**src/rtl/mfm_pkg.sv**
```systemverilog
// Shared types and constants for the MFM ID-field framer: FSM states, the A1
// missing-clock mark, CRC-CCITT parameters and the ID/data mark byte values.
package mfm_pkg;

   typedef enum logic [1:0] {
      HUNT,
      MARK,
      HDR,
      CRCB
   } state_t;

   localparam logic [15:0] MARK_PATTERN = 16'h4489;
   localparam logic [15:0] CRC_POLY     = 16'h1021;
   localparam logic [15:0] CRC_PRESET   = 16'hFFFF;

   // CRC_PRESET after 8'hA1 has been clocked through MSB-first.
   localparam logic [15:0] CRC_A1       = 16'h443B;

   localparam logic [7:0]  BYTE_A1      = 8'hA1;
   localparam logic [7:0]  ID_MARK_FE   = 8'hFE;
   localparam logic [7:0]  ID_MARK_FF   = 8'hFF;
   localparam logic [7:0]  ID_MARK_FC   = 8'hFC;
   localparam logic [7:0]  ID_MARK_FD   = 8'hFD;
   localparam logic [7:0]  DATA_MARK_F8 = 8'hF8;
   localparam logic [7:0]  DATA_MARK_FB = 8'hFB;

   function automatic logic [15:0] crc_ccitt_bit(input logic [15:0] crc, input logic din);
      crc_ccitt_bit = {crc[14:0], 1'b0} ^ ((crc[15] ^ din) ? CRC_POLY : 16'h0000);
   endfunction

endpackage

```
**src/rtl/mfm_crc16.sv**
```systemverilog
// Serial CRC-CCITT register: preset, load with the post-A1 value, or step one
// data bit MSB-first. Also exposes the value one step ahead for end-of-field checks.
module mfm_crc16
   import mfm_pkg::*;
(
   input  logic        i_clk,
   input  logic        i_rst,
   input  logic        i_preset,
   input  logic        i_load,
   input  logic        i_step,
   input  logic        i_bit,
   output logic [15:0] o_crc_stepped
);

   logic [15:0] r_crc;
   logic [15:0] w_stepped;

   assign w_stepped     = crc_ccitt_bit(r_crc, i_bit);
   assign o_crc_stepped = w_stepped;

   // NOTE: sequential state is written with non-blocking assignments only.
   always_ff @(posedge i_clk or posedge i_rst) begin
      if (i_rst)         r_crc <= CRC_PRESET;
      else if (i_preset) r_crc <= CRC_PRESET;
      else if (i_load)   r_crc <= CRC_A1;
      else if (i_step)   r_crc <= w_stepped;
   end

endmodule

```
**src/rtl/mfm_id_framer.sv**
```systemverilog
// Hunts the A1 address mark in the recovered MFM cell stream, frames bytes and
// decodes the ID field (mark, cylinder, head, sector, CRC) for the controller.
module mfm_id_framer
   import mfm_pkg::*;
(
   input  logic       clk_50,
   input  logic       reset,
   input  logic       bit_strobe,
   input  logic       mfm_cell,
   output logic       in_sync,
   output logic       id_valid,
   output logic       id_crc_ok,
   output logic [9:0] cylinder,
   output logic [2:0] head,
   output logic [7:0] sector,
   output logic       bad_block,
   output logic       data_mark,
   output logic       sync_lost
);

   state_t      r_state, w_state_next;
   // Only 15 cells are stored; the 16-bit post-shift word is formed combinationally.
   logic [14:0] r_shift;
   logic [3:0]  r_cnt;
   logic [1:0]  r_byte_idx, w_byte_idx_next;
   logic [1:0]  r_cyl_hi_sh, w_cyl_hi;
   logic [7:0]  r_cyl_lo_sh, r_sec_sh;
   logic [2:0]  r_head_sh;
   logic        r_bad_sh;
   logic        r_id_valid, r_id_crc_ok, r_data_mark, r_sync_lost, r_bad_block;
   logic [9:0]  r_cylinder;
   logic [2:0]  r_head;
   logic [7:0]  r_sector;

   logic [15:0] w_shift, w_crc_stepped;
   logic [7:0]  w_byte;
   logic        w_mark_hit, w_byte_done, w_viol;
   logic        w_crc_preset, w_crc_load, w_crc_step;
   logic        w_id_valid, w_data_mark, w_sync_lost;
   logic        w_cap_cyl_hi, w_cap_cyl_lo, w_cap_head, w_cap_sec;

   assign w_shift     = {r_shift, mfm_cell};
   assign w_byte      = {w_shift[14], w_shift[12], w_shift[10], w_shift[8],
                         w_shift[6],  w_shift[4],  w_shift[2],  w_shift[0]};
   assign w_mark_hit  = bit_strobe && (r_state == HUNT) && (w_shift == MARK_PATTERN);
   assign w_byte_done = bit_strobe && (r_cnt == 4'd15);
   assign w_viol      = bit_strobe && (r_state != HUNT) && (w_shift[1:0] == 2'b11);
   assign w_crc_step  = bit_strobe && (r_state != HUNT) && r_cnt[0];

   mfm_crc16 u_crc (
      .i_clk         (clk_50),
      .i_rst         (reset),
      .i_preset      (w_crc_preset),
      .i_load        (w_crc_load),
      .i_step        (w_crc_step),
      .i_bit         (mfm_cell),
      .o_crc_stepped (w_crc_stepped)
   );

   always_ff @(posedge clk_50 or posedge reset) begin
      if (reset) r_state <= HUNT;
      else       r_state <= w_state_next;
   end

   always_comb begin
      // NOTE: every signal driven here gets a default first, so no latch is inferred.
      w_state_next    = r_state;
      w_byte_idx_next = r_byte_idx;
      w_crc_preset    = 1'b0;
      w_crc_load      = 1'b0;
      w_id_valid      = 1'b0;
      w_data_mark     = 1'b0;
      w_sync_lost     = 1'b0;
      w_cap_cyl_hi    = 1'b0;
      w_cap_cyl_lo    = 1'b0;
      w_cap_head      = 1'b0;
      w_cap_sec       = 1'b0;
      w_cyl_hi        = 2'd0;
      if (r_state == HUNT) begin
         if (w_mark_hit) begin
            w_state_next = MARK;
            w_crc_load   = 1'b1;
         end
      end else if (w_viol) begin
         w_sync_lost  = 1'b1;
         w_state_next = HUNT;
         w_crc_preset = 1'b1;
      end else if (w_byte_done) begin
         case (r_state)
            MARK: begin
               w_byte_idx_next = 2'd0;
               case (w_byte)
                  ID_MARK_FE: begin w_cap_cyl_hi = 1'b1; w_cyl_hi = 2'd0; w_state_next = HDR; end
                  ID_MARK_FF: begin w_cap_cyl_hi = 1'b1; w_cyl_hi = 2'd1; w_state_next = HDR; end
                  ID_MARK_FC: begin w_cap_cyl_hi = 1'b1; w_cyl_hi = 2'd2; w_state_next = HDR; end
                  ID_MARK_FD: begin w_cap_cyl_hi = 1'b1; w_cyl_hi = 2'd3; w_state_next = HDR; end
                  DATA_MARK_F8, DATA_MARK_FB: begin
                     w_data_mark  = 1'b1;
                     w_state_next = HUNT;
                     w_crc_preset = 1'b1;
                  end
                  BYTE_A1: begin
                     if (w_shift == MARK_PATTERN) begin
                        w_crc_load = 1'b1;
                     end else begin
                        w_sync_lost  = 1'b1;
                        w_state_next = HUNT;
                        w_crc_preset = 1'b1;
                     end
                  end
                  default: begin
                     w_sync_lost  = 1'b1;
                     w_state_next = HUNT;
                     w_crc_preset = 1'b1;
                  end
               endcase
            end
            HDR: begin
               case (r_byte_idx)
                  2'd0:    w_cap_cyl_lo = 1'b1;
                  2'd1:    w_cap_head   = 1'b1;
                  default: w_cap_sec    = 1'b1;
               endcase
               if (r_byte_idx == 2'd2) begin
                  w_state_next    = CRCB;
                  w_byte_idx_next = 2'd0;
               end else begin
                  w_byte_idx_next = r_byte_idx + 2'd1;
               end
            end
            CRCB: begin
               if (r_byte_idx == 2'd1) begin
                  w_id_valid      = 1'b1;
                  w_state_next    = HUNT;
                  w_crc_preset    = 1'b1;
                  w_byte_idx_next = 2'd0;
               end else begin
                  w_byte_idx_next = 2'd1;
               end
            end
            default: ;
         endcase
      end
   end

   always_ff @(posedge clk_50 or posedge reset) begin
      if (reset) begin
         r_shift     <= '0;
         r_cnt       <= '0;
         r_byte_idx  <= '0;
         r_cyl_hi_sh <= '0;
         r_cyl_lo_sh <= '0;
         r_head_sh   <= '0;
         r_bad_sh    <= 1'b0;
         r_sec_sh    <= '0;
         r_id_valid  <= 1'b0;
         r_data_mark <= 1'b0;
         r_sync_lost <= 1'b0;
         r_id_crc_ok <= 1'b0;
         r_cylinder  <= '0;
         r_head      <= '0;
         r_sector    <= '0;
         r_bad_block <= 1'b0;
      end else begin
         r_byte_idx  <= w_byte_idx_next;
         r_id_valid  <= w_id_valid;
         r_data_mark <= w_data_mark;
         r_sync_lost <= w_sync_lost;
         if (bit_strobe) begin
            r_shift <= w_shift[14:0];
            r_cnt   <= (r_state == HUNT) ? 4'd0 : r_cnt + 4'd1;
         end
         if (w_cap_cyl_hi) r_cyl_hi_sh <= w_cyl_hi;
         if (w_cap_cyl_lo) r_cyl_lo_sh <= w_byte;
         if (w_cap_head) begin
            r_head_sh <= w_byte[2:0];
            r_bad_sh  <= w_byte[7];
         end
         if (w_cap_sec) r_sec_sh <= w_byte;
         // Held fields move only together with the id_valid pulse.
         if (w_id_valid) begin
            r_id_crc_ok <= (w_crc_stepped == 16'h0000);
            r_cylinder  <= {r_cyl_hi_sh, r_cyl_lo_sh};
            r_head      <= r_head_sh;
            r_sector    <= r_sec_sh;
            r_bad_block <= r_bad_sh;
         end
      end
   end

   assign in_sync   = (r_state != HUNT);
   assign id_valid  = r_id_valid;
   assign id_crc_ok = r_id_crc_ok;
   assign cylinder  = r_cylinder;
   assign head      = r_head;
   assign sector    = r_sector;
   assign bad_block = r_bad_block;
   assign data_mark = r_data_mark;
   assign sync_lost = r_sync_lost;

endmodule

```
**config.mk**
```make
export PLATFORM = sky130hd
export DESIGN_NAME = mfm_id_framer
export DESIGN_NICKNAME = d
export VERILOG_FILES = /design/src/rtl/mfm_pkg.sv /design/src/rtl/mfm_crc16.sv /design/src/rtl/mfm_id_framer.sv
export SDC_FILE = /design/constraint.sdc
export NUM_CORES = 1
export LEC_CHECK = 0
export BUFFER_PORTS_ARGS = -buffer_cell sky130_fd_sc_hd__buf_2
export CAP_MARGIN = 20
export CORE_MARGIN = 3
export CORE_UTILIZATION = 35
export CTS_BUF_LIST = sky130_fd_sc_hd__clkbuf_16
export DETAILED_ROUTE_END_ITERATION = 8
export PLACE_DENSITY = 0.56
export RECOVER_POWER = 25
export SYNTH_ARGS = -nofsm -noshare
export SYNTH_HDL_FRONTEND = slang
export SYNTH_SLANG_ARGS = --single-unit
```
**constraint.sdc**
```tcl
create_clock -name clk_50 -period 4.59 [get_ports clk_50]
set_input_delay 0.6885 -clock clk_50 [delete_from_list [all_inputs] [get_ports clk_50]]
set_output_delay 0.6885 -clock clk_50 [all_outputs]
set_load 0.02 [all_outputs]
```
-- After elaboration in Yosys (flattened, before gate mapping)
Cells that the tools add are included.
- bits of input ports: 4
- register bits after elaboration: 87
- reductions and logical operators: 20
- muxes and demuxes: 69
- bitwise logic cells: 4
- equal/unequal tests: 19
- add/subtract/negate cells: 2
- operator list (kind ; number):
    $eq 8x8->1 const B ; 7
    $mux 16 ; 3
    $mux 1 ; 45
    $mux 2 ; 12
    $pmux 2 s3 ; 3
    $eq 16x15->1 const B ; 1
    $logic_not 16->1 ; 1
    $xor 16x16->16 ; 1
    $mux 13 ; 1
    $reduce_bool 3->1 ; 3
    $eq 2x2->1 const B ; 4
    $ne 4x4->1 const B ; 2
    $logic_and 1x1->1 ; 6
    $pmux 1 s2 ; 3
    $reduce_and 6->1 ; 1
    $reduce_or 6->1 ; 1
    $ne 5x5->1 const B ; 1
    $reduce_bool 5->1 ; 1
    $add 4x1->4 const B ; 1
    $eq 2x1->1 const B ; 2
    $eq 4x4->1 const B ; 1
    $logic_not 2->1 ; 2
    $mux 4 ; 1
    $pmux 2 s2 ; 1
    other kinds (8) ; 10

-- Longest topological paths before layout
Gate-level depths: netlist of the first run.
- depth in word-level cells: 9
- depth in mapped cells: 8

-- By module
From an unflattened synthesis of the first run, not the netlist that was laid out.
- cells, all modules: 290
- area, all modules: 3832.4 sq um
- modules (own cells, without submodules) (module ; seq. area each (sq um) ; cells each ; area each (sq um) ; times used):
    mfm_id_framer ; 1776.7 ; 219 ; 2969.1 ; 1
    mfm_crc16 ; 420.4 ; 71 ; 863.3 ; 1

-- Worst setup path before layout of the first run
Ideal clock, no wire load.
- path type: input to register
- start: in mfm_cell
- end: reg u_crc.r_crc[11]
- slack: 2.133 ns
- library setup time: 0.083 ns
- cell stages on the path: 6
- data required time: 4.507 ns
- arrival: 2.373 ns
- buffers on the path: 2
- cells stage by stage: buf_6 -> or4b_4 -> or4_4 -> a21o_1 -> buf_6 -> a221o_1
- cells in the longest elaborated chain, start to end: 9
- elaborated cells on any way between the ends: 26
- classes of those cells: eq/ne (7); mux (15); reduce/logical (4)
- ends and longest elaborated chain (item ; RTL line ; text):
    start, declared ; mfm_id_framer.sv:9 ; input logic mfm_cell,
    parallel branches: the longest is 9 deep, another holds $eq 16x15->1 ; - ;
    end signal, assigned ; mfm_crc16.sv:26 ; else if (i_step) r_crc <= w_stepped;
    end, declared ; mfm_crc16.sv:15 ; logic [15:0] r_crc;
Several ways; the timed one is not identified.
A chain may end at the register's enable or synchronous reset.

-- Final worst setup path of the first run
- start: in bit_strobe
- end: reg u_crc.r_crc[9]
- cells in the longest elaborated chain, start to end: 6
- elaborated cells on any way between the ends: 16
- classes of those cells: mux (9); reduce/logical (7)
- ends and longest elaborated chain (item ; RTL line ; text):
    start, declared ; mfm_id_framer.sv:8 ; input logic bit_strobe,
    $logic_and 1x1->1, on equally long branches ; - ;
    $mux 1, or another cell as far along ; mfm_id_framer.sv:88 ; end else if (w_byte_done) begin
    $mux 1, on equally long branches ; mfm_id_framer.sv:84, mfm_id_framer.sv:80 ;
    $mux 1 ; mfm_id_framer.sv:79 ; if (r_state == HUNT) begin
    $mux 16 ; mfm_crc16.sv:25 ; else if (i_load) r_crc <= CRC_A1;
    $mux 16 ; mfm_crc16.sv:24 ; else if (i_preset) r_crc <= CRC_PRESET;
Several ways; a longest one is shown, not always the timed one.

==> results by group, run 1 <==
Run status
  – Status: finished, violations left
  – Failing checks: max-capacitance violations, max-slew violations

Route
  – Avg Vias per Cell: 5.34
  – Antenna Nets Post-Route: 0
  – DRC errors left: 0
  – Drt first-iter violations: 152
  – Vias: 2,412
  – Drt pass-1 iters: 5
  – Total wire length: 7440 um
  – WL/cell: 16.5 um

Synth
  – Sequential share of the synthesized area: 0.596
  – Cell count after synthesis: 283
  – Syn nets: 288
  – Compound-Gate Fraction of Synth Area: 0.0737
  – Dominant synthesized flop cell: dfrtp_1
  – List of most frequent post-synthesis cells: dfrtp_1, mux2_2, nand2_1
  – Count leader, synth: dfrtp_1
  – Synth top area share: 0.482
  – Largest family of logic cells by synthesized area: multiplexers
  – Mux contribution to synthesized area: 0.180
  – Yosys reg bits: 87
  – Xor-xnor portion of the synthesized cell area: 0.00950
  – Post-synth EDFFs: 0
  – Netlist cell types: 45
  – Async set-reset flop share out of synthesis: 1.00
  – Adder-cell share of the synthesized area: 0.00339
  – Yosys Warn Count: 0
  – Synth Area in Simple Gates: 0.114
  – Top cells by area, synth: dfrtp_1, mux2_2, dfstp_2
  – Largest area contributor in the netlist: dfrtp_1
  – Syn Area/Cell: 13.0 um2
  – Mapped Area: 3690 um2

CTS
  – Post-CTS setup buffer count: 0
  – # clock sinks: 87
  – CTS Buf Count: 9
  – Clock Tree Buf Depth: 2
  – Post_cts resized: 0
  – TritonCTS clock tree: yes
  – Clock Tree Root: clkbuf_16
  – CTS H-Tree Depth: 3
  – Worst-path clk slew: 60 ps
  – Clock Latency Late Sink: 340 ps
  – Cts hold-fix bufs: 0

Power
  – PwrDens: 407 nW/um2
  – Reg power frac: 0.521
  – Clock share of power: 0.418
  – Net switching power: 0.431 mW
  – Total power draw: 1.73 mW
  – Switching Share: 0.249
  – Lkg Pwr: 2.06 nW
  – VDD IR max: 0.239 mV
  – Comb power frac: 0.062
  – P_int: 1.30 mW

Worst setup path
  – Crit Reg-Reg Endpoint: u_crc.r_crc[9]
  – Critical Path Sink: u_crc.r_crc[9]
  – Worst R2R Path Depth: 4
  – CP Max Fanout: 28
  – Crit Path Class: primary input to flop
  – Reg2reg setup slack: 2170 ps
  – Crit path launch type: primary input
  – Req. time, crit path: 4850 ps
  – CP Capture Type: flop
  – Arr. time, crit path: 3430 ps
  – Reg2Reg Launch Point: r_shift[1]
  – Crit. Startpoint: bit_strobe

STA
  – Final hold violations: 0
  – Worst-margin pin slew: 2130 ps
  – Clock skew: 8.81 ps
  – Rel. slew slack: -0.430
  – Max Slew Vio Count: 50
  – Period minus WS final: 3170 ps
  – RSZ-0062 raised after global routing: no
  – Setup tns final: 0 ps
  – FMAX: 316 MHz
  – Final period util: 0.690
  – Setup Viol. Count Final: 0
  – Worst Slack Setup Final: 1420 ps

GRT
  – GRT Total Usage: 0.140
  – Vias in the first global route: 2,428
  – Largest net degree at the start of global routing: 50
  – First-pass GRT wire length: 12,600 um
  – Initial antenna violation count: 0
  – Gr ovfl total: 0

Die
  – Die width: 109 um
  – Initial Utilization: 0.369
  – Core area: 10000 um2
  – # rows: 36
  – Top Ports: 31
  – Die Y: 109 um
  – DIE AREA: 11,800 um2

Hold path
  – Hold/Removal Path Class: flop to flop

Place
  – GPL Wtd Cong: 0.892
  – HPWL after DPL: 4910 um
  – Setup Slack @ Placement: 1760 ps
  – Port bufs: 30
  – Area after DPL: 3950 um2

Flow run
  – Max Cap Viol: 1

Final layout
  – Final instance area: 4250 um2
  – Area grow syn2layout: 15.3%
  – Nets@finish: 319
  – Share of cells above drive strength 1: 0.392
  – Antenna cell count: 0
[metrics by stage]
| step | utilization | std cells | hold WS [ps] |
|---|---|---|---|
| 4_1_cts | 0.425 | 452 | 484 |
| 2_1_floorplan | - | 283 | 475 |
| 6_report | 0.425 | 452 | 474 |
| 5_1_grt | 0.425 | 452 | 500 |
| 3_5_place_dp | 0.395 | 436 | 469 |
| 3_3_place_gp | 0.395 | 436 | 458 |
[critical path: stages]
cell      delay [ps]
clkbuf_1         900
nand4_1          500
a21oi_1          510
a31oi_1          370
a221o_1          450
[how the worst min path moves through the flow]
stage / startpoint / to / slack [ps] / depth (start not counted)
floorplan: r_sec_sh[0] / sector[0] / 470 / 1
global placement: cylinder[9] / cylinder[9] / 460 / 2
detailed placement: cylinder[9] / cylinder[9] / 470 / 2
CTS: cylinder[9] / cylinder[9] / 480 / 2
global route: cylinder[9] / cylinder[9] / 500 / 2
finish: cylinder[9] / cylinder[9] / 470 / 2
[per-layer routing]
layer | vias up | wire, um | track usage
met5 | - | 0 | 0
met2 | 62 | 3420 | 0.211
met1 | 1220 | 3540 | 0.194
li1 | 1120 | - | -
met4 | 0 | 104 | 0.0550
met3 | 10 | 378 | 0.0361
[cells in the final DEF, fill, tap and decap left out, types with 7 or more instances in the layout]
cell and n:
mux2_2 58, dfrtp_1 71, dfstp_2 16, a221o_1 8, nand2_1 25, nor2_1 8
clkbuf_16 9, inv_1 7, nand4_1 9, o21ai_0 11, nor4_1 7, buf_2 29
[flip-flops by register name (all words and copies together) (netlist names), 4 cells and up]
name         flops
cylinder        10
r_cnt            4
r_cyl_lo_sh      8
r_sec_sh         8
r_shift         15
sector           8
u_crc.r_crc     16
[layout make-up]
cell class | count | area, um2
Inverter | 8 | 31.3
Multi-Input combinational cell | 177 | 1400
Clock buffer | 9 | 225
Timing Repair Buffer | 31 | 156
Tap cell | 133 | 166
Fill cell | 953 | 5750
Sequential cell | 87 | 2200
Clock inverter | 7 | 72.6
[cell families (layout without fill, tap and decap cells)]
group | Yosys count | in the layout
adder cells (fa/ha/maj) | 1 | 1
flip-flops | 87 | 87
AO/OA/AOI/OAI | 38 | 38
multiplexers | 59 | 59
XOR/XNOR | 4 | 4
buffers and inverters | 19 | 55
AND/OR/NAND/NOR | 75 | 75
[power by group through the flow]
stage | Clock, mW | Sequential [mW] | Combinational (mW)
2_1_floorplan | 0 | 0.874 | 0.0932
3_3_place_gp | 0 | 0.915 | 0.106
3_5_place_dp | 0 | 0.916 | 0.108
4_1_cts | 0.743 | 0.902 | 0.108
5_1_grt | 0.775 | 0.913 | 0.120
6_report | 0.723 | 0.901 | 0.107
No activity file was read; power rests on OpenSTA's default activity.
==> inputs of run 2 (changes only) <==
--- a/config.mk
+++ b/config.mk
@@ -5,6 +5,7 @@
 export SDC_FILE = /design/constraint.sdc
 export NUM_CORES = 1
 export LEC_CHECK = 0
+export ABC_AREA = 1
 export BUFFER_PORTS_ARGS = -buffer_cell sky130_fd_sc_hd__buf_2
 export CAP_MARGIN = 20
 export CORE_MARGIN = 3
==> constraint.sdc (replaced) <==
create_clock -name clk_50 -period 2.92 [get_ports clk_50]
set_input_delay 0.438 -clock clk_50 [delete_from_list [all_inputs] [get_ports clk_50]]
set_output_delay 0.438 -clock clk_50 [all_outputs]
set_load 0.02 [all_outputs]
==> run 2 against run 1 <==
The flow still finishes with violations (max-capacitance violations, max-slew violations). Worst setup slack worse by 660 ps. Combinational power up 140%. Utilization down 0.57 points. Global-route usage down 0.35 points. Clock skew down 2.1 ps. Final cell count up 37%. Clock power up 44%. Sequential power up 53%. Synthesized area up 5.2%. Sequential cell count unchanged. Critical path depth unchanged. Critical path type is now flop to flop. Critical endpoint is now r_sec_sh[6]. Largest cell class unchanged.
==> results by group, run 2 <==
Run status
  – Status: finished, violations left (unchanged)
  – Failing checks: max-capacitance violations, max-slew violations (unchanged)

Die
  – DIE AREA: 12,400 um2 (was 11,800 um2)
  – Die Y: 111 um (was 109 um)
  – # rows: 37 (was 36)
  – Die width: 111 um (was 109 um)
  – Initial Utilization: 0.367 (was 0.369)
  – Core area: 10,600 um2 (was 10000 um2)
  – Top Ports: 31 (unchanged)

Worst setup path
  – Reg2Reg Launch Point: r_state[1] (was r_shift[1])
  – Req. time, crit path: 3160 ps (was 4850 ps)
  – Arr. time, crit path: 2400 ps (was 3430 ps)
  – Crit. Startpoint: r_state[1] (was bit_strobe)
  – CP Max Fanout: 16 (was 28)
  – CP Capture Type: flop (unchanged)
  – Crit Path Class: flop to flop (was primary input to flop)
  – Reg2reg setup slack: 770 ps (was 2170 ps)
  – Crit path launch type: flop (was primary input)

CTS
  – Worst-path clk slew: 60 ps (about the same)
  – Clock Latency Late Sink: 340 ps (about the same)
  – # clock sinks: 87 (unchanged)
  – Clock Tree Root: clkbuf_16 (unchanged)
  – Post-CTS setup buffer count: 0 (unchanged)
  – Post_cts resized: 0 (unchanged)
  – Clock Tree Buf Depth: 2 (unchanged)
  – Cts hold-fix bufs: 0 (unchanged)
  – CTS H-Tree Depth: 3 (unchanged)
  – TritonCTS clock tree: yes (unchanged)
  – CTS Buf Count: 9 (unchanged)

Power
  – VDD IR max: 0.229 mV (was 0.239 mV)
  – Clock share of power: 0.388 (was 0.418)
  – Switching Share: 0.266 (was 0.249)
  – Net switching power: 0.715 mW (was 0.431 mW)
  – PwrDens: 607 nW/um2 (was 407 nW/um2)
  – P_int: 1.97 mW (was 1.30 mW)
  – Reg power frac: 0.514 (was 0.521)
  – Comb power frac: 0.098 (was 0.062)
  – Lkg Pwr: 2.29 nW (was 2.06 nW)

Final layout
  – Register area: 2200 um2 (unchanged)
  – Max reg flops: 16 (unchanged)
  – Area of the multi-input gates: 1430 um2 (was 1400 um2)
  – Commonest non-fill, non-tap cell in the layout: nand2_1 (was dfrtp_1)
  – Biggest register: u_crc.r_crc (unchanged)
  – Antenna cell count: 0 (unchanged)
  – Share of cells above drive strength 1: 0.168 (was 0.392)
  – Area grow syn2layout: 14.2% (was 15.3%)
  – Most frequent cells in the layout: nand2_1, dfrtp_1, inv_1 (was dfrtp_1, mux2_2, buf_2)
  – Nets@finish: 483 (was 319)
  – Post-layout util: 0.419 (was 0.425)
  – Fillers: 1,062 (was 953)

STA
  – Setup Viol. Count Final: 0 (unchanged)
  – Rel. slew slack: -0.318 (was -0.430)
  – Setup tns final: 0 ps (unchanged)
  – Period minus WS final: 2150 ps
  – Worst-margin pin slew: 1970 ps (was 2130 ps)
  – Max Slew Vio Count: 45 (was 50)
  – FMAX: 464 MHz
  – Final hold violations: 0 (unchanged)
  – Clock skew: 6.70 ps (was 8.81 ps)
  – RSZ-0062 raised after global routing: no (unchanged)
  – Final period util: 0.738

GRT
  – Vias in the first global route: 2,846 (was 2,428)
  – First-pass GRT wire length: 13,800 um (was 12,600 um)
  – Initial antenna violation count: 0 (unchanged)
  – Gr ovfl total: 0 (unchanged)
  – GRT Total Usage: 0.136 (was 0.140)
  – Largest net degree at the start of global routing: 46 (was 50)

Synth
  – Top cells by area, synth: dfrtp_1, nand2_1, dfstp_2 (was dfrtp_1, mux2_2, dfstp_2)
  – Count leader, synth: nand2_1 (was dfrtp_1)
  – Async set-reset flop share out of synthesis: 1.00 (unchanged)
  – Largest family of logic cells by synthesized area: simple AND/OR/NAND/NOR gates (was multiplexers)
  – Netlist cell types: 35 (was 45)
  – Largest area contributor in the netlist: dfrtp_1 (unchanged)
  – Mapped Area: 3880 um2 (was 3690 um2)
  – Sequential share of the synthesized area: 0.567 (was 0.596)
  – Synth Area in Simple Gates: 0.277 (was 0.114)
  – Yosys Warn Count: 0 (unchanged)
  – Syn nets: 450 (was 288)
  – List of most frequent post-synthesis cells: nand2_1, dfrtp_1, inv_1 (was dfrtp_1, mux2_2, nand2_1)
  – Adder-cell share of the synthesized area: 0.00323 (was 0.00339)
  – Compound-Gate Fraction of Synth Area: 0.0762 (was 0.0737)
  – Dominant synthesized flop cell: dfrtp_1 (unchanged)
  – Post-synth EDFFs: 0 (unchanged)
  – Xor-xnor portion of the synthesized cell area: 0.00678 (was 0.00950)
  – Yosys reg bits: 87 (unchanged)
  – Cell count after synthesis: 445 (was 283)
  – Mux contribution to synthesized area: 0.00516 (was 0.180)
  – Synth top area share: 0.458 (was 0.482)
  – Syn Area/Cell: 8.71 um2 (was 13.0 um2)

Route
  – DRC errors left: 0 (unchanged)
  – Total wire length: 7950 um (was 7440 um)
  – Antenna Nets Post-Route: 0 (unchanged)
  – Drt pass-1 iters: 5 (unchanged)
  – WL/cell: 12.8 um (was 16.5 um)
  – Drt first-iter violations: 206 (was 152)
  – Vias: 2,926 (was 2,412)
  – Avg Vias per Cell: 4.73 (was 5.34)

Hold path
  – Worst hold start: sector[2] (was cylinder[9])
  – Hold/Removal Path Class: flop to flop (unchanged)

Flow run
  – Max Cap Viol: 1 (unchanged)

Place
  – HPWL after DPL: 5630 um (was 4910 um)
  – Port bufs: 30 (unchanged)
  – GPL Wtd Cong: 0.819 (was 0.892)
## run 2: worst paths after layout
path / cells past startpoint / end
worst max-delay path: 5 / r_sec_sh[6]
worst min-delay path: 2 / sector[2]
worst max register to register: 5 / r_sec_sh[6]
worst min register to register: 2 / sector[2]
max in group asynchronous: 3 / u_crc.r_crc[11]
min in group asynchronous: 2 / bad_block
## run 2: cell families (layout without fill, tap and decap cells)
logic type | count (synthesis) | count (layout)
buffers and inverters | 60 | 98
and+or+nand+nor | 236 | 236
DFF | 87 | 87
muxes | 2 | 2
adders and majority gates | 1 | 1
AOI/OAI and AO/OA | 56 | 56
xor gates and xnor gates | 3 | 3
## run 2: power groups by stage
| stage | Sequential, mW | Clock, mW | Combinational [mW] |
|---|---|---|---|
| after global routing | 1.39 | 1.13 | 0.309 |
| after global placement | 1.40 | 0 | 0.262 |
| after floorplan | 1.38 | 0 | 0.202 |
| after CTS | 1.38 | 1.07 | 0.268 |
| after detailed placement | 1.40 | 0 | 0.266 |
| final | 1.38 | 1.04 | 0.262 |
## run 2: area by class of cell
type,count,area share
Multi-Input combinational cell,298,0.322
Sequential cell,87,0.496
Clock inverter,7,0.00933
Tap cell,136,0.0384
Clock buffer,9,0.0509
Timing Repair Buffer,33,0.0407
Inverter,49,0.0418
## run 2: through the flow
step,std cells,total power [mW],setup slack (ps),cell area (um2),hold WS [ps]
floorplan,445,1.59,258,3880,449
global placement,603,1.66,821,4170,451
detailed placement,603,1.67,757,4170,455
CTS,619,2.72,770,4430,248
global route,619,2.83,568,4430,478
finish,619,2.69,766,4430,467
## run 2: metal layers
metal | part of all wire | vias to the layer above | track usage | routed length, um
li1 | - | 1488 | - | -
met1 | 0.50 | 1357 | 0.194 | 3980
met2 | 0.43 | 64 | 0.199 | 3390
met3 | 0.049 | 17 | 0.0300 | 389
met4 | 0.024 | 0 | 0.0608 | 189
met5 | 0 | - | 0 | 0
## run 2: critical path, stage by stage, from the launching register on
cell and delay [ps]:
dfrtp_1 450, nor2_1 270, nor2_2 130, inv_1 420, nand4_2 480, o21ai_0 310
==> inputs of run 3 (changes only) <==
--- a/config.mk
+++ b/config.mk
@@ -12,7 +12,7 @@
 export CORE_UTILIZATION = 35
 export CTS_BUF_LIST = sky130_fd_sc_hd__clkbuf_16
 export DETAILED_ROUTE_END_ITERATION = 8
-export PLACE_DENSITY = 0.56
+export PLACE_DENSITY = 0.58
 export RECOVER_POWER = 25
 export SYNTH_ARGS = -nofsm -noshare
 export SYNTH_HDL_FRONTEND = slang
==> constraint.sdc (replaced) <==
create_clock -name clk_50 -period 1.86 [get_ports clk_50]
set_input_delay 0.279 -clock clk_50 [delete_from_list [all_inputs] [get_ports clk_50]]
set_output_delay 0.279 -clock clk_50 [all_outputs]
set_load 0.02 [all_outputs]
==> run 3 against run 2 <==
The flow now finishes without violations. Sequential cell count unchanged. Critical path type unchanged. Clock power increased by 64%. Register-to-register slack got worse by 620 ps. Critical path depth increased by 5. Clock skew increased by 0.81 ps. Critical endpoint is now cylinder[3]. Sequential share of layout area decreased by 1.2 points. Hold slack got worse by 190 ps. Combinational power increased by 61%. Non-clock buffer count increased by 11. Utilization increased by 1.1 points.
==> results by group, run 3 (synthesis results as in run 2) <==
GRT
  – First-pass GRT wire length: 14,300 um (was 13,800 um)
  – Gr ovfl total: 0 (unchanged)
  – Initial antenna violation count: 0 (unchanged)
  – Largest net degree at the start of global routing: 32 (was 46)
  – GRT Total Usage: 0.141 (was 0.136)
  – Vias in the first global route: 2,890 (was 2,846)

Place
  – HPWL after DPL: 5740 um (was 5630 um)
  – Placed cell count: 612 (was 603)
  – GPL Wtd Cong: 0.801 (was 0.819)
  – Port bufs: 30 (unchanged)
  – Setup Slack @ Placement: 99.7 ps (was 757 ps)

STA
  – Rel. slew slack: 0.288 (was -0.318)
  – Final hold violations: 0 (unchanged)
  – Worst-margin pin slew: 1060 ps (was 1970 ps)
  – Period minus WS final: 1710 ps (was 2150 ps)
  – Clock skew: 7.51 ps (was 6.70 ps)
  – Final period util: 0.920 (was 0.738)
  – Worst Slack Setup Final: 149 ps (was 766 ps)
  – Max Slew Vio Count: 0 (was 45)
  – Hold Slack: 273 ps (was 467 ps)
  – FMAX: 585 MHz (was 464 MHz)
  – Setup Viol. Count Final: 0 (unchanged)

Power
  – PwrDens: 947 nW/um2 (was 607 nW/um2)
  – Reg power frac: 0.505 (was 0.514)
  – Clock share of power: 0.397 (was 0.388)
  – VDD IR max: 0.400 mV (was 0.229 mV)
  – Total power draw: 4.30 mW (was 2.69 mW)
  – P_int: 3.13 mW (was 1.97 mW)
  – Comb power frac: 0.098 (about the same)
  – Lkg Pwr: 2.35 nW (was 2.29 nW)
  – Net switching power: 1.17 mW (was 0.715 mW)
  – Switching Share: 0.273 (was 0.266)

Die
  – Top Ports: 31 (unchanged)
  – Initial Utilization: 0.367 (unchanged)
  – DIE AREA: 12,400 um2 (unchanged)
  – Die width: 111 um (unchanged)
  – Die Y: 111 um (unchanged)
  – # rows: 37 (unchanged)
  – Core area: 10,600 um2 (unchanged)

Final layout
  – Nets@finish: 494 (was 483)
  – Biggest register: u_crc.r_crc (unchanged)
  – Fin cells: 630 (was 619)
  – Commonest non-fill, non-tap cell in the layout: nand2_1 (unchanged)
  – Share of cells above drive strength 1: 0.200 (was 0.168)
  – Post-layout util: 0.430 (was 0.419)
  – Most frequent cells in the layout: nand2_1, dfrtp_1, inv_1 (unchanged)
  – Antenna cell count: 0 (unchanged)
  – Max reg flops: 16 (unchanged)
  – Area grow syn2layout: 17.1% (was 14.2%)

CTS
  – CTS H-Tree Depth: 3 (unchanged)
  – # clock sinks: 87 (unchanged)
  – Clock Tree Buf Depth: 2 (unchanged)
  – Clock Tree Root: clkbuf_16 (unchanged)
  – TritonCTS clock tree: yes (unchanged)
  – Clock Latency Late Sink: 340 ps (about the same)
  – CTS Buf Count: 9 (unchanged)
  – Worst-path clk slew: 70 ps (was 60 ps)

Worst setup path
  – CP Capture Type: flop (unchanged)
  – CP Cell Sequence: ha_1 -> nand3_2 -> nor2_4 -> nand2_4 -> nor2_8 -> inv_2 -> nor2_8 -> buf_4 -> nand2_1 -> nand2_1 (was nor2_1 -> nor2_2 -> inv_1 -> nand4_2 -> o21ai_0)
  – Slowest cell on the critical path: dfrtp_1 (was nand4_2)
  – Req. time, crit path: 2140 ps (was 3160 ps)
  – Worst path max stage delay: 380 ps (was 480 ps)
  – Crit path launch type: flop (unchanged)
  – Crit Path Class: flop to flop (unchanged)
  – Arr. time, crit path: 1990 ps (was 2400 ps)
  – Worst R2R Path Depth: 10 (was 5)
  – CP Max Fanout: 23 (was 16)

Run status
  – Status: finished clean (was finished, violations left)

Route
  – DRC errors left: 0 (unchanged)
  – Drt pass-1 iters: 4 (was 5)
  – WL/cell: 12.8 um (about the same)
  – Drt first-iter violations: 197 (was 206)
  – Total wire length: 8070 um (was 7950 um)
  – Vias: 2,977 (was 2,926)
  – Antenna Nets Post-Route: 0 (unchanged)
  – Avg Vias per Cell: 4.73 (about the same)

Hold path
  – Hold/Removal Path Class: primary input to flop (was flop to flop)
  – Hold Crit Depth: 3 (was 2)

Flow run
  – Max Cap Viol: 0 (was 1)
[run 3: changes by cell type in the layout (fill, tap and decap cells not counted)]
cell / delta
buf_4: +11
inv_1: -3
clkbuf_1: -2
buf_2: +1
clkinv_1: -1
clkinv_2: +1
dlygate4sd3_1: +1
inv_2: +1
inv_6: +1
inv_8: +1
nand2_1: -1
nand2_4: +1
nor2_1: -1
nor2_2: +1
[run 3: final cells by class]
class	instances	area, um2
repair buffers	44	270
flip-flops and latches	87	2200
multi-input cells	298	1440
inverters	49	185
clock buffers	9	225
well taps	136	170
fillers	1021	6010
clock inverters	7	55.1
[run 3: final timing paths]
| check | start | end | slack (ps) |
|---|---|---|---|
| max reg2reg | r_cnt[0] | cylinder[3] | 150 |
| min | mfm_cell | r_shift[0] | 270 |
| max | r_cnt[0] | cylinder[3] | 150 |
| max in group asynchronous | reset | u_crc.r_crc[9] | 390 |
| min reg2reg | cylinder[2] | cylinder[2] | 460 |
| min in group asynchronous | reset | cylinder[3] | 670 |
[run 3: repair_timing]
action | CTS | global route
endpoints found under the hold margin | 19 | 0
buffers inserted | 0 | 1
setup endpoints to repair | 0 | 38
gates resized for setup | 0 | 4
hold buffers | 1 | 0
[run 3: worst max-delay path: cells and delay by family, from the launching register on]
family                     cells  cell delay, ps
adders and majority gates      1             200
buffers and inverters          2             330
DFF                            1             380
and+or+nand+nor                7             730
[run 3: layer usage]
| metal | global-route usage | routed length [um] | up-vias |
|---|---|---|---|
| li1 | - | - | 1513 |
| met1 | 0.201 | 3980 | 1403 |
| met3 | 0.0360 | 368 | 6 |
| met5 | 0 | 0 | - |
| met2 | 0.211 | 3640 | 55 |
| met4 | 0.0438 | 78 | 0 |
[run 3: through the flow]
stage / setup TNS (ps) / cell area [um2]
5_1_grt: -26.4 / 4540
4_1_cts: 0 / 4530
3_3_place_gp: 0 / 4240
2_1_floorplan: 0 / 3880
6_report: 0 / 4540
3_5_place_dp: 0 / 4240
[run 3: power groups by stage]
stage,clock (mW),sequential (mW),combinational [mW]
2_1_floorplan,0,2.17,0.318
3_3_place_gp,0,2.20,0.419
3_5_place_dp,0,2.20,0.425
4_1_cts,1.75,2.17,0.427
5_1_grt,1.85,2.19,0.498
6_report,1.71,2.17,0.421
